===== src/rtl/rll_key_pkg.sv =====
// Shared types and sizing for the RLL key loader.
// Optional feature macro: RLL_KEY_PARITY_EN (adds an even-parity beat after the key bits).
package rll_key_pkg;

  localparam int KEY_WIDTH_DEF = 32;

  typedef enum logic [1:0] {
    IDLE,
    SHIFT,
    PARITY,
    COMMIT
  } key_ld_state_t;

  // The bit counter must be able to hold KEY_WIDTH itself so it never wraps.
  function automatic int cnt_width(input int key_width);
    return $clog2(key_width + 1);
  endfunction

  localparam int CNT_W = cnt_width(KEY_WIDTH_DEF);

endpackage


===== src/rtl/rll_key_shreg.sv =====
// Indexed shadow register: one bit written per beat at wr_idx, whole register cleared by clr.
// clr wins over wr_en so an abort can never leave a stray bit behind.
module rll_key_shreg
  import rll_key_pkg::*;
#(
  parameter int WIDTH = KEY_WIDTH_DEF,
  parameter int IDX_W = CNT_W
) (
  input  logic             clk,
  input  logic             rst,
  input  logic             clr,
  input  logic             wr_en,
  input  logic [IDX_W-1:0] wr_idx,
  input  logic             wr_bit,
  output logic [WIDTH-1:0] shadow
);

  always_ff @(posedge clk or posedge rst) begin
    if (rst) begin
      shadow <= '0;
    end else if (clr) begin
      shadow <= '0;
    end else if (wr_en) begin
      for (int i = 0; i < WIDTH; i++) begin
        if (wr_idx == IDX_W'(i)) begin
          shadow[i] <= wr_bit;
        end
      end
    end
  end

endmodule


===== src/rtl/rll_key_loader.sv =====
// Serial key loader for the RLL32 locked netlists: shifts the key in LSB first, commits it atomically.
// Optional feature macro: RLL_KEY_PARITY_EN (even-parity beat checked before commit, sticky load_err).
module rll_key_loader
  import rll_key_pkg::*;
#(
  parameter int                   KEY_WIDTH = KEY_WIDTH_DEF,
  parameter logic [KEY_WIDTH-1:0] RST_KEY   = '0
) (
  input  logic                 clk,
  input  logic                 rst,
  input  logic                 load_start,
  input  logic                 key_sdi,
  input  logic                 key_sdi_valid,
  input  logic                 zeroize,
  output logic [KEY_WIDTH-1:0] key_out,
  output logic                 key_armed,
  output logic                 busy,
  output logic                 load_err
);

  localparam int            CW       = cnt_width(KEY_WIDTH);
  localparam logic [CW-1:0] LAST_IDX = CW'(KEY_WIDTH - 1);

  key_ld_state_t          state;
  logic [CW-1:0]          cnt;
  logic [KEY_WIDTH-1:0]   shadow;
  logic                   shadow_clr;
  logic                   shadow_wr;

  // Both zeroize and a (re)start wipe the shadow; writes only land while shifting.
  assign shadow_clr = zeroize | load_start;
  assign shadow_wr  = (state == SHIFT) & key_sdi_valid;
  assign busy       = (state != IDLE);

  rll_key_shreg #(
    .WIDTH (KEY_WIDTH),
    .IDX_W (CW)
  ) u_shreg (
    .clk    (clk),
    .rst    (rst),
    .clr    (shadow_clr),
    .wr_en  (shadow_wr),
    .wr_idx (cnt),
    .wr_bit (key_sdi),
    .shadow (shadow)
  );

  // key_out only ever changes on commit, zeroize or reset, so the netlist never sees a partial key.
  always_ff @(posedge clk or posedge rst) begin
    if (rst) begin
      state     <= IDLE;
      cnt       <= '0;
      key_out   <= RST_KEY;
      key_armed <= 1'b0;
      load_err  <= 1'b0;
    end else if (zeroize) begin
      state     <= IDLE;
      cnt       <= '0;
      key_out   <= RST_KEY;
      key_armed <= 1'b0;
    end else if (load_start) begin
      state    <= SHIFT;
      cnt      <= '0;
      load_err <= 1'b0;
    end else begin
      case (state)
        IDLE: begin
          state <= IDLE;
        end
        SHIFT: begin
          if (key_sdi_valid) begin
            cnt <= cnt + 1'b1;
            if (cnt == LAST_IDX) begin
`ifdef RLL_KEY_PARITY_EN
              state <= PARITY;
`else
              state <= COMMIT;
`endif
            end
          end
        end
`ifdef RLL_KEY_PARITY_EN
        PARITY: begin
          if (key_sdi_valid) begin
            if (key_sdi == ^shadow) begin
              state <= COMMIT;
            end else begin
              load_err <= 1'b1;
              state    <= IDLE;
            end
          end
        end
`endif
        COMMIT: begin
          key_out   <= shadow;
          key_armed <= 1'b1;
          state     <= IDLE;
        end
        default: begin
          state <= IDLE;
        end
      endcase
    end
  end

endmodule


===== config.mk =====
export PLATFORM = sky130hd
export DESIGN_NAME = rll_key_loader
export DESIGN_NICKNAME = d
export VERILOG_FILES = /design/src/rtl/rll_key_pkg.sv /design/src/rtl/rll_key_shreg.sv /design/src/rtl/rll_key_loader.sv
export SDC_FILE = /design/constraint.sdc
export NUM_CORES = 1
export LEC_CHECK = 0
export BUFFER_PORTS_ARGS = -buffer_cell sky130_fd_sc_hd__buf_2
export CORE_MARGIN = 2
export CORE_UTILIZATION = 40
export CTS_CLUSTER_DIAMETER = 120
export CTS_CLUSTER_SIZE = 40
export DETAILED_ROUTE_END_ITERATION = 10
export GPL_ROUTABILITY_DRIVEN = 0
export HOLD_SLACK_MARGIN = 0.05
export REMOVE_ABC_BUFFERS = 1
export SLEW_MARGIN = 20
export SYNTH_ARGS = -nofsm -noshare
export SYNTH_HDL_FRONTEND = slang
export SYNTH_SLANG_ARGS = --single-unit

===== constraint.sdc =====
create_clock -name clk -period 2.4 [get_ports clk]
set_clock_uncertainty 0.2 [all_clocks]
set_input_delay 0.12 -clock clk [delete_from_list [all_inputs] [get_ports clk]]
set_output_delay 0.12 -clock clk [all_outputs]
set_load 0.005 [all_outputs]

==> After elaboration in Yosys (flattened, before gate mapping) <==
Index checks and enable logic that the tools add are counted.
{ "word_totals": {"wordCells": 197, "in_bits": 6, "output_inout_bits": 35, "ff_bits": 73} }
{ "op_classes": {"bitwise": 2, "eq_ne": 36, "reduce_logical": 73, "n_mux": 49, "addsub": 1} }
{ "ops": {"columns": ["operator", "count"], "rows": [
  ["two-way mux 32 bit", 5],
  ["== test 6 x 5 -> 1 bit, second input constant", 16],
  ["AND reduction 2 bit", 35],
  ["nonzero test 2 bit", 35],
  ["== test 6 x 4 -> 1 bit, second input constant", 8],
  ["two-way mux 1 bit", 35],
  ["== test 6 x 3 -> 1 bit, second input constant", 4],
  ["two-way mux 6 bit", 4],
  ["== test 6 x 2 -> 1 bit, second input constant", 2],
  ["two-way mux 2 bit", 5],
  ["adder 6 x 1 -> 6 bit, second input constant", 1],
  ["== test 6 x 1 -> 1 bit, second input constant", 1],
  ["logical NOT 6 bit", 1],
  ["nonzero test 3 bit", 2],
  ["inequality test 4 x 3 -> 1 bit, second input constant", 1],
  ["inequality test 4 bit, second input constant", 1],
  ["== test 2 x 1 -> 1 bit, second input constant", 1],
  ["== test 2 bit, second input constant", 1],
  ["inequality test 2 x 1 -> 1 bit, second input constant", 1],
  ["bitwise AND 1 bit", 1],
  ["OR 1 bit", 1]
]} }

==> Longest topological paths before layout <==
Gate-level depths: netlist of the first run.
{ "depth": {"depth_word": 6, "mapped_depth": 6, "mapped_depth_nobuf": 5} }

==> By module <==
Synthesis of the first run repeated with hierarchy kept, for this count alone.
{ "hier_totals": {"hier_cells": 279, "area_unflattened_um2": 3306.9} }
{ "modules_own_cells": {"columns": ["module", "cells_each", "n_inst", "area_per_inst_um2", "seq_area_each_um2"], "rows": [
  ["rll_key_shreg", 161, 1, 1730.4, 800.8],
  ["rll_key_loader", 118, 1, 1576.5, 1026.0]
]} }

==> Least setup slack after synthesis of the first run <==
No wires, ideal clock.
{ "synth_timing": {"path_type": "flip-flop to flip-flop", "start": "register cnt[0]", "end": "register u_shreg.shadow[0]", "setup_ns": 0.137, "arrival_time_ns": 1.366, "required_ns": 2.063, "setup_slack_ns": 0.697, "stages_incl_launch_ff": 6, "synth_period_minus_slack_ns": 1.703, "n_path_buf": 0, "path_cell_list": "dfrtp_1 -> inv_1 -> ha_1 -> nor4bb_1 -> nand2_1 -> mux2i_1"} }
{ "synth_between": {"elab_chain_cells": 3} }
{ "synth_rtl": {"columns": ["element", "line", "text"], "rows": [
  ["from (decl)", "rll_key_loader.sv:25", "logic [CW-1:0] cnt;"],
  ["from (signal assigned)", "rll_key_loader.sv:72", "cnt <= cnt + 1'b1;"],
  ["logical NOT 6 bit", "rll_key_shreg.sv:25", "if (wr_idx == IDX_W'(i)) begin"],
  ["nonzero test 2 bit (no source line)", null, null],
  ["AND reduction 2 bit (no source line)", null, null],
  ["to (signal, indexed assignment)", "rll_key_shreg.sv:26", "shadow[i] <= wr_bit;"],
  ["to (decl)", "rll_key_shreg.sv:15", "output logic [WIDTH-1:0] shadow"]
]} }
No other way between the ends.
A chain may end at the register's enable or synchronous reset.

==> Worst setup path in the final report of the first run <==
{ "layout_timing": {"start": "register cnt[1]", "end": "register u_shreg.shadow[9]"} }
{ "layout_between": {"elab_chain_cells": 3} }
{ "layout_rtl": {"columns": ["element", "line"], "rows": [
  ["== test 6 x 4 -> 1 bit", "rll_key_shreg.sv:25"],
  ["nonzero test 2 bit (no source line)", null],
  ["AND reduction 2 bit (no source line)", null]
]} }
No other way between the ends.

==> impl_metrics.env, run 1 <==
export IMPL_min_path_type="in2reg"
export IMPL_grt_overflow_total=0
export IMPL_clock_latency_ps=360
export IMPL_yosys_warnings=0
export IMPL_p_total_mw=2.33
export IMPL_track_usage_pct=17.6
export IMPL_synthCells=348
export IMPL_ir_drop_mv=0.332
export IMPL_cts_buffers=9
export IMPL_core_area_um2=8130
export IMPL_min_period_over_period_pct=81.5
export IMPL_ys_seq_area_share_pct=54.9
export IMPL_clock_path_buffers=2
export IMPL_wire_per_inst_um=14.3
export IMPL_final_nets=396
export IMPL_cts_root_buffer_cell="clkbuf_8"
export IMPL_synthFlopType="dfrtp_1"
export IMPL_n_antenna_cell=0
export IMPL_dr_first_iter_drc_count=90
export IMPL_hold_slack_ps=70.5
export IMPL_combPwrFrac_pct=4.0
export IMPL_worstSetupPathType="reg2reg"
export IMPL_synth_top_area_share_pct=54.9
export IMPL_p_sw_share_pct=23.3
export IMPL_p_int_mw=1.79
export IMPL_cts_tree="built"
export IMPL_p_leak_nw=1.98
export IMPL_grt_setup_unrepaired="no"
export IMPL_slew_headroom_pct=56.6
export IMPL_yosysMostFrequentCell="nand2_1"
export IMPL_dieWidth_um=95.2
export IMPL_fmax_mhz=511
export IMPL_dieArea_um2=9070
export IMPL_cts_setup_buffers=0
export IMPL_async_reset_ff_share_pct=100
export IMPL_via_per_inst=4.95
export IMPL_pwr_density_cell_nw_per_um2=603
export IMPL_fin_ws_ps=444
export IMPL_drc_errors=0
export IMPL_synth_area_leader_cell="dfrtp_1"
export IMPL_timing_final_max_slew_violations=0
export IMPL_clk_pin_slew_worst_paths_ps=70
export IMPL_htree_levels=3
export IMPL_clock_power_share_pct=43.1
export IMPL_antenna_found_initial=0
export IMPL_post_place_ws_ps=455
export IMPL_pwr_share_seq_pct=53.0
export IMPL_rows=33
export IMPL_synth_seq_cells=73
export IMPL_ys_types=30
export IMPL_tightest_slew_ps=648
export IMPL_hpwl_um=4530
export IMPL_setup_viol=0
export IMPL_setup_worst_path_end_class="flop"
export IMPL_max_cap_violations=0
export IMPL_cts_sinks=73
export IMPL_grt_pass1_wl_um=12000
export IMPL_io_pins=41
export IMPL_syn_area_um2=3330
export IMPL_routed_wl_um=7080
export IMPL_fin_tns_setup_ps=0
export IMPL_die_h_um=95.2
export IMPL_netlist_top_cells_area="dfrtp_1 (55%), nand2_1 (15%), mux2i_1 (9.9%)"
export IMPL_ys_top_cells_by_count="nand2_1 (129), dfrtp_1 (73), a21oi_1 (35), mux2i_1 (33), clkbuf_1 (17)"
export IMPL_syn2layout_area_growth_pct=16.3
export IMPL_min_period_ps=1960
export IMPL_first_pass_iters=4
export IMPL_vias=2451
export IMPL_portBuffers=39
export IMPL_critPathRequiredTime_ps=2420
export IMPL_startpoint_type="flop"
export IMPL_worstPathMaxFanout=7
export IMPL_synth_edff_count=0
export IMPL_ant_nets=0
export IMPL_grt_max_degree=46
export IMPL_grt_pass1_vias=2375
export IMPL_start_util_pct=40.9
export IMPL_fill_cells=808
export IMPL_switching_power_mw=0.543
export IMPL_hold_viol=0
export IMPL_status="completed"
export IMPL_syn_area_per_cell_um2=9.57
export IMPL_arrival_ps=1970
export IMPL_drive_above_1_share_pct=17.9
metal layers:
layer / vias up / part of all wire (%) / GRT usage (%)
li1: 1215 / - / -
met1: 1167 / 49 / 24.4
met2: 55 / 44 / 26.6
met3: 14 / 4.4 / 2.85
met4: 0 / 2.3 / 9.06
met5: - / 0 / 0
registers in the layout, indices dropped and copies added, names as in the netlist:
| name | flops |
|---|---|
| key_armed | 1 |
| u_shreg.shadow | 32 |
| cnt | 6 |
| key_out | 32 |
| state | 2 |
power groups by stage:
stage / clock network, mW / registers [mW] / logic (mW)
after floorplan: 0 / 1.26 / 0.0455
after global placement: 0 / 1.26 / 0.0878
after detailed placement: 0 / 1.26 / 0.0900
after CTS: 1.03 / 1.24 / 0.0949
after global routing: 1.09 / 1.24 / 0.105
final: 1.00 / 1.24 / 0.0923
kinds of logic after synthesis:
kind of cell | share of synthesized area, %
AO/OA/AOI/OAI | 5.79
adder cells (fa/ha/maj) | 1.88
XOR/XNOR | 0.526
buffers and inverters | 4.25
AND/OR/NAND/NOR | 22.7
flip-flops | 54.9
other | 0.113
multiplexers | 9.92
worst max-delay path: stages (launching register included):
cell	delay [ps]
dfrtp_1	460
inv_1	110
ha_1	150
nor4bb_1	580
nand2_1	160
mux2i_1	160
path summary, 6_finish.rpt:
kind | slack [ps] | cells after the start | startpoint | endpoint
worst min register to register | 300 | 2 | key_armed | key_armed
worst max-delay path | 440 | 5 | cnt[1] | u_shreg.shadow[9]
max in group asynchronous | 850 | 5 | rst | key_out[2]
worst min-delay path | 70 | 3 | zeroize | cnt[4]
min in group asynchronous | 610 | 4 | rst | key_out[17]
worst max register to register | 440 | 5 | cnt[1] | u_shreg.shadow[9]
layout make-up:
| cell class | instances | area [µm²] | area share (%) |
|---|---|---|---|
| Inverter | 4 | 15.0 | 0.388 |
| Clock inverter | 5 | 53.8 | 1.39 |
| Clock buffer | 11 | 151 | 3.91 |
| Sequential cell | 73 | 1830 | 47.2 |
| Multi-Input combinational cell | 243 | 1360 | 35.2 |
| Tap cell | 105 | 131 | 3.39 |
| Timing Repair Buffer | 54 | 330 | 8.53 |
stage by stage:
| stage | utilization (%) | cells | cell area [µm²] |
|---|---|---|---|
| floorplan | - | 320 | 3200 |
| global placement | 44.6 | 475 | 3630 |
| detailed placement | 44.6 | 475 | 3630 |
| CTS | 47.6 | 495 | 3870 |
| global route | 47.6 | 495 | 3870 |
| finish | 47.6 | 495 | 3870 |
placed cells by master (no fill, tap or decap), drive strengths merged:
cell type    synthesis  layout
nand3b               2       2
xor2                 1       1
clkinv               0       4
dfrtp               73      73
nand3                1       1
buf                 11      50
nor2                 8       8
and4b                5       5
nand2              129     129
mux2i               33      33
dlygate4sd3          0       4
or2                  2       2
clkbuf              17      11
and3b                1       1
or3                  2       2
xnor2                1       1
nand4                2       2
nor4bb               6       6
o211ai               1       1
nand4b               3       3
or4                  1       1
conb                 1       1
nor4b                1       1
bufinv               0       1
o21ai                2       2
a21oi               35      35
inv                  4       4
ha                   5       5
nor2b                1       1
what timing repair did:
action / in CTS / in global routing
resized for setup: 0 / 0
endpoints found under the hold margin: 78 / 0
hold buffers: 4 / 0
(Power assumes the default switching activity.)
==> run 2: changes to the inputs <==
- ABC_AREA: not set -> 1
- clock period: 2.4 -> 1.9 ns (I/O delays scaled with it)
==> impl_metrics.env, run 2 <==
export IMPL_status="completed"
export IMPL_pwr_density_cell_nw_per_um2=762
export IMPL_cts_sinks=73
export IMPL_syn2layout_area_growth_pct=17.8
export IMPL_cts_buffers=9
export IMPL_cts_root_buffer_cell="clkbuf_8"
export IMPL_synth_edff_count=0
export IMPL_die_h_um=96.1
export IMPL_final_common_cell="nand2_1"
export IMPL_final_cells=587
export IMPL_reg2reg_depth=7
export IMPL_grt_pass1_vias=2711
export IMPL_async_reset_ff_share_pct=100
export IMPL_io_pins=41
export IMPL_min_period_over_period_pct=85.6
export IMPL_cts_setup_buffers=0
export IMPL_setup_viol=0
export IMPL_grt_max_degree=32
export IMPL_grt_overflow_total=0
export IMPL_min_path_type="in2async"
export IMPL_grt_pass1_wl_um=12500
export IMPL_drc_errors=0
export IMPL_ant_nets=0
export IMPL_worstPathMaxFanout=5
export IMPL_post_place_ws_ps=294
export IMPL_start_util_pct=41.3
export IMPL_rows=33
export IMPL_max_cap_violations=0
export IMPL_ys_seq_area_share_pct=53.9
export IMPL_dieArea_um2=9230
export IMPL_yosysMostFrequentCell="nand2_1"
export IMPL_p_int_mw=2.34
export IMPL_synthCells=432
export IMPL_antenna_found_initial=0
export IMPL_p_sw_share_pct=23.2
export IMPL_clock_latency_ps=350
export IMPL_final_cell_mix="nand2_1 (168), dfrtp_1 (73), inv_1 (48)"
export IMPL_top_regs="key_out: 32 flops, u_shreg.shadow: 32 flops, cnt: 6 flops"
export IMPL_critPathRequiredTime_ps=1950
export IMPL_pwr_share_seq_pct=51.3
export IMPL_track_usage_pct=17.5
export IMPL_arrival_ps=1670
export IMPL_hpwl_um=4750
export IMPL_ys_top_cells_by_count="nand2_1 (168), dfrtp_1 (73), inv_1 (49), nand3_1 (39), o21ai_0 (32)"
export IMPL_portBuffers=39
export IMPL_clock_path_buffers=2
export IMPL_grt_setup_unrepaired="no"
export IMPL_core_area_um2=8220
export IMPL_synth_area_leader_cell="dfrtp_1"
export IMPL_timing_final_max_slew_violations=0
export IMPL_dr_first_iter_drc_count=123
export IMPL_worstSetupPathType="reg2reg"
export IMPL_clock_power_share_pct=44.0
export IMPL_htree_levels=3
export IMPL_syn_area_per_cell_um2=7.85
export IMPL_synth_seq_cells=73
export IMPL_routed_wl_um=7020
export IMPL_ys_types=22
export IMPL_synth_top_area_share_pct=53.9
export IMPL_fmax_mhz=615
export IMPL_n_antenna_cell=0
export IMPL_syn_area_um2=3390
export IMPL_wire_per_inst_um=12.0
export IMPL_startpoint_type="flop"
export IMPL_dp_cells=565
export IMPL_via_per_inst=4.68
export IMPL_p_leak_nw=2.29
export IMPL_r2r_start="cnt[1]"
export IMPL_r2r_slack_ps=270
export IMPL_min_period_ps=1630
export IMPL_clk_pin_slew_worst_paths_ps=80
export IMPL_hold_viol=0
export IMPL_vias=2747
export IMPL_ir_drop_mv=0.421
export IMPL_drive_above_1_share_pct=15.1
export IMPL_switching_power_mw=0.705
export IMPL_setup_worst_path_end_class="flop"
export IMPL_final_nets=488
export IMPL_yosys_warnings=0
export IMPL_combPwrFrac_pct=4.7
export IMPL_fin_ws_ps=274
export IMPL_netlist_top_cells_area="dfrtp_1 (54%), nand2_1 (19%), nand3_1 (5.8%)"
export IMPL_dieWidth_um=96.1
export IMPL_cts_tree="built"
export IMPL_synthFlopType="dfrtp_1"
export IMPL_r2r_end="u_shreg.shadow[17]"
export IMPL_first_pass_iters=4
run 2: cell count changes after synthesis, moves of 12 or more:
cell      change
clkbuf_1     -12
nor2_1       +16
o21ai_0      +30
nand2_1      +39
a21oi_1      -33
mux2i_1      -33
inv_1        +45
nand3_1      +38
run 2: layout make-up:
type | instances | area [µm²]
clock buffers | 9 | 124
repair buffers | 54 | 360
inverters | 51 | 191
flip-flops and latches | 73 | 1830
multi-input cells | 288 | 1270
clock inverters | 7 | 95.1
fillers | 815 | 4220
well taps | 105 | 131
run 2: worst max-delay path, cell delays in order (launching register included):
cell	delay (ps)
dfrtp_1	430
inv_1	120
ha_1	180
inv_1	70
nor2_1	270
nand3_1	120
nand2_1	90
inv_1	30
run 2: how the worst max path moves through the flow:
| stage | startpoint | to | slack [ps] |
|---|---|---|---|
| final | cnt[1] | u_shreg.shadow[17] | 270 |
| after CTS | cnt[1] | u_shreg.shadow[17] | 270 |
| after detailed placement | cnt[1] | u_shreg.shadow[17] | 290 |
| after global routing | cnt[0] | u_shreg.shadow[24] | 130 |
| after floorplan | zeroize | u_shreg.shadow[31] | -270 |
| after global placement | cnt[1] | u_shreg.shadow[17] | 320 |
run 2: power groups by stage:
stage / Combinational (mW) / Sequential [mW] / Clock (mW)
after floorplan: 0.0738 / 1.59 / 0
after global routing: 0.163 / 1.56 / 1.45
after global placement: 0.136 / 1.59 / 0
final: 0.144 / 1.56 / 1.34
after CTS: 0.148 / 1.56 / 1.39
after detailed placement: 0.137 / 1.59 / 0
run 2: logic make-up after synthesis:
family,after synthesis,share of synthesized area (%)
AOI/OAI and AO/OA,42,6.38
adders and majority gates,5,1.84
buffers and inverters,71,8.78
DFF,73,53.9
other,1,0.111
and+or+nand+nor,240,29.0
run 2: layer usage:
metal	up-vias	global-route usage, %	wire, µm
li1	1419	-	-
met1	1264	23.6	3530
met2	54	27.2	3120
met3	10	4.62	264
met4	0	5.95	104
met5	-	0	0
run 2: metrics by stage:
stage	utilization, %	instance area (µm²)	hold slack (ps)	TNS, ps	power [mW]
finish	48.6	4000	99.7	0	3.05
global route	48.6	4000	146	0	3.18
CTS	48.6	4000	102	0	3.10
detailed placement	45.2	3720	-63.3	0	1.73
global placement	45.2	3720	-55.6	0	1.73
floorplan	-	3290	-38.6	-26230	1.67
run 2: timing repair:
action,in CTS,in global routing
hold endpoints to repair,85,0
hold buffers,6,0
resized for setup,0,0
==> run 3: changes to the inputs <==
- SYNTH_HIERARCHICAL: not set -> 1
==> impl_metrics.env, run 3 <==
export IMPL_status="completed"
export IMPL_fin_ws_ps=131
export IMPL_n_antenna_cell=0
export IMPL_p_leak_nw=2.26
export IMPL_synth_edff_count=0
export IMPL_ys_types=24
export IMPL_critPathRequiredTime_ps=1970
export IMPL_via_per_inst=4.62
export IMPL_hold_path_startpoint="key_sdi"
export IMPL_antenna_found_initial=0
export IMPL_reg2reg_depth=9
export IMPL_startpoint_type="input pin"
export IMPL_grt_overflow_total=0
export IMPL_dp_cells=607
export IMPL_grt_pass1_wl_um=12800
export IMPL_cts_setup_buffers=0
export IMPL_async_reset_ff_share_pct=100
export IMPL_top_regs="key_out: 32 flops, u_shreg/shadow: 32 flops, cnt: 6 flops"
export IMPL_tightest_slew_ps=529
export IMPL_synth_area_leader_cell="dfrtp_1"
export IMPL_final_nets=523
export IMPL_htree_levels=3
export IMPL_timing_final_max_slew_violations=0
export IMPL_max_cap_violations=0
export IMPL_ys_seq_area_share_pct=50.1
export IMPL_grt_max_degree=42
export IMPL_worstSetupPathType="in2reg"
export IMPL_track_usage_pct=16.0
export IMPL_min_period_over_period_pct=93.1
export IMPL_die_h_um=99.5
export IMPL_first_pass_iters=6
export IMPL_clk_pin_slew_worst_paths_ps=80
export IMPL_synth_top_area_share_pct=50.1
export IMPL_start_util_pct=41.6
export IMPL_dieArea_um2=9890
export IMPL_synthCells=470
export IMPL_hold_depth=6
export IMPL_ys_top_cells_by_count="nand2_1 (180), inv_1 (77), dfrtp_1 (73), nand3_1 (37), nor2_1 (31)"
export IMPL_fmax_mhz=565
export IMPL_drive_above_1_share_pct=15.7
export IMPL_core_area_um2=8760
export IMPL_cts_tree="built"
export IMPL_grt_pass1_vias=2786
export IMPL_dr_first_iter_drc_count=108
export IMPL_synthFlopType="dfrtp_1"
export IMPL_ant_nets=0
export IMPL_min_path_type="in2reg"
export IMPL_io_pins=41
export IMPL_fill_cells=874
export IMPL_final_cells=629
export IMPL_cts_buffers=9
export IMPL_setup_viol=0
export IMPL_portBuffers=39
export IMPL_worstPathMaxFanout=10
export IMPL_final_cell_mix="nand2_1 (180), inv_1 (77), dfrtp_1 (73)"
export IMPL_syn_area_um2=3640
export IMPL_slew_headroom_pct=64.7
export IMPL_hold_viol=0
export IMPL_r2r_slack_ps=150
export IMPL_p_total_mw=3.09
export IMPL_cts_sinks=73
export IMPL_cts_root_buffer_cell="clkbuf_8"
export IMPL_synth_seq_cells=73
export IMPL_arrival_ps=1840
export IMPL_ir_drop_mv=0.281
export IMPL_final_common_cell="nand2_1"
export IMPL_r2r_end="u_shreg/shadow[9]"
export IMPL_clock_latency_ps=340
export IMPL_rows=34
export IMPL_setup_worst_path_end_class="flop"
export IMPL_vias=2904
export IMPL_routed_wl_um=7190
export IMPL_pwr_density_cell_nw_per_um2=742
export IMPL_wire_per_inst_um=11.4
export IMPL_yosysMostFrequentCell="nand2_1"
export IMPL_min_period_ps=1770
export IMPL_yosys_warnings=6
export IMPL_syn_area_per_cell_um2=7.75
export IMPL_drc_errors=0
export IMPL_r2r_start="state[1]"
export IMPL_hpwl_um=4630
export IMPL_netlist_top_cells_area="dfrtp_1 (50%), nand2_1 (19%), inv_1 (7.9%)"
export IMPL_min_to="u_shreg/shadow[7]"
export IMPL_post_place_ws_ps=108
export IMPL_dieWidth_um=99.5
export IMPL_grt_setup_unrepaired="no"
export IMPL_clock_path_buffers=2
export IMPL_syn2layout_area_growth_pct=14.3
==> run 3: changes by cell type after synthesis, sizes merged, moves of 2 or more <==
cell and change:
ha -4, o21ai -4, inv +28, buf +2
nand2 +12, a21oi +2, nor3 -2, nor2 +5
clkbuf -4, dlymetal6s2s +2
==> run 3: how the worst max path moves through the flow <==
stage          slack, ps  startpoint            endpoint
2_1_floorplan       -100     zeroize  u_shreg/shadow[10]
3_3_place_gp         180    state[1]  u_shreg/shadow[27]
3_5_place_dp         110    state[1]  u_shreg/shadow[19]
4_1_cts               70    state[1]  u_shreg/shadow[18]
5_1_grt                9    state[1]   u_shreg/shadow[9]
6_report             130     zeroize              cnt[1]
==> run 3: power by group <==
part	internal (mW)	total (mW)	leakage, nW	switching, mW
logic	0.0403	0.139	1.13	0.0987
registers	1.56	1.56	1.02	0.00620
clock network	0.812	1.39	0.109	0.577
==> run 3: cell families (layout without fill, tap and decap cells) <==
kind of cell	after synthesis	in the layout	synth area share (%)
AOI/OAI and AO/OA	40	40	6.87
and+or+nand+nor	255	255	28.7
DFF	73	73	50.1
other	1	1	0.103
buffers and inverters	100	151	13.9
adders and majority gates	1	1	0.343
==> run 3: stage by stage <==
step,util (%),hold slack (ps),instance area (µm²),setup TNS (ps)
after global routing,47.5,137,4170,0
after detailed placement,44.2,30.4,3870,0
after global placement,44.2,31.4,3870,0
final,47.5,139,4170,0
after floorplan,-,-41.9,3440,-3280
after CTS,47.5,106,4160,0
==> run 3: critical path, cell delays in order <==
cell,delay (ps)
dlygate4sd3_1,520
buf_2,140
nor2_1,140
buf_4,190
nand3_1,90
dlygate4sd3_1,580
nand2_1,80
==> run 3: area by class of cell <==
type	instances	area [µm²]	share of cell area, %
clock inverters	4	75.1	1.80
clock buffers	12	155	3.72
inverters	80	308	7.39
repair buffers	55	355	8.53
flip-flops and latches	73	1830	43.8
well taps	108	135	3.24
multi-input cells	297	1310	31.5
==> run 3: metal layers <==
metal	track usage (%)	routed length [µm]
met5	0	0
met4	6.85	116
met3	2.95	240
met2	25.5	3260
met1	21.4	3570
==> run 3: timing repair <==
action / CTS / global route
gates resized for setup: 0 / 3
hold buffers: 6 / 0
setup endpoints to repair: 0 / 15
hold endpoints to repair: 82 / 0
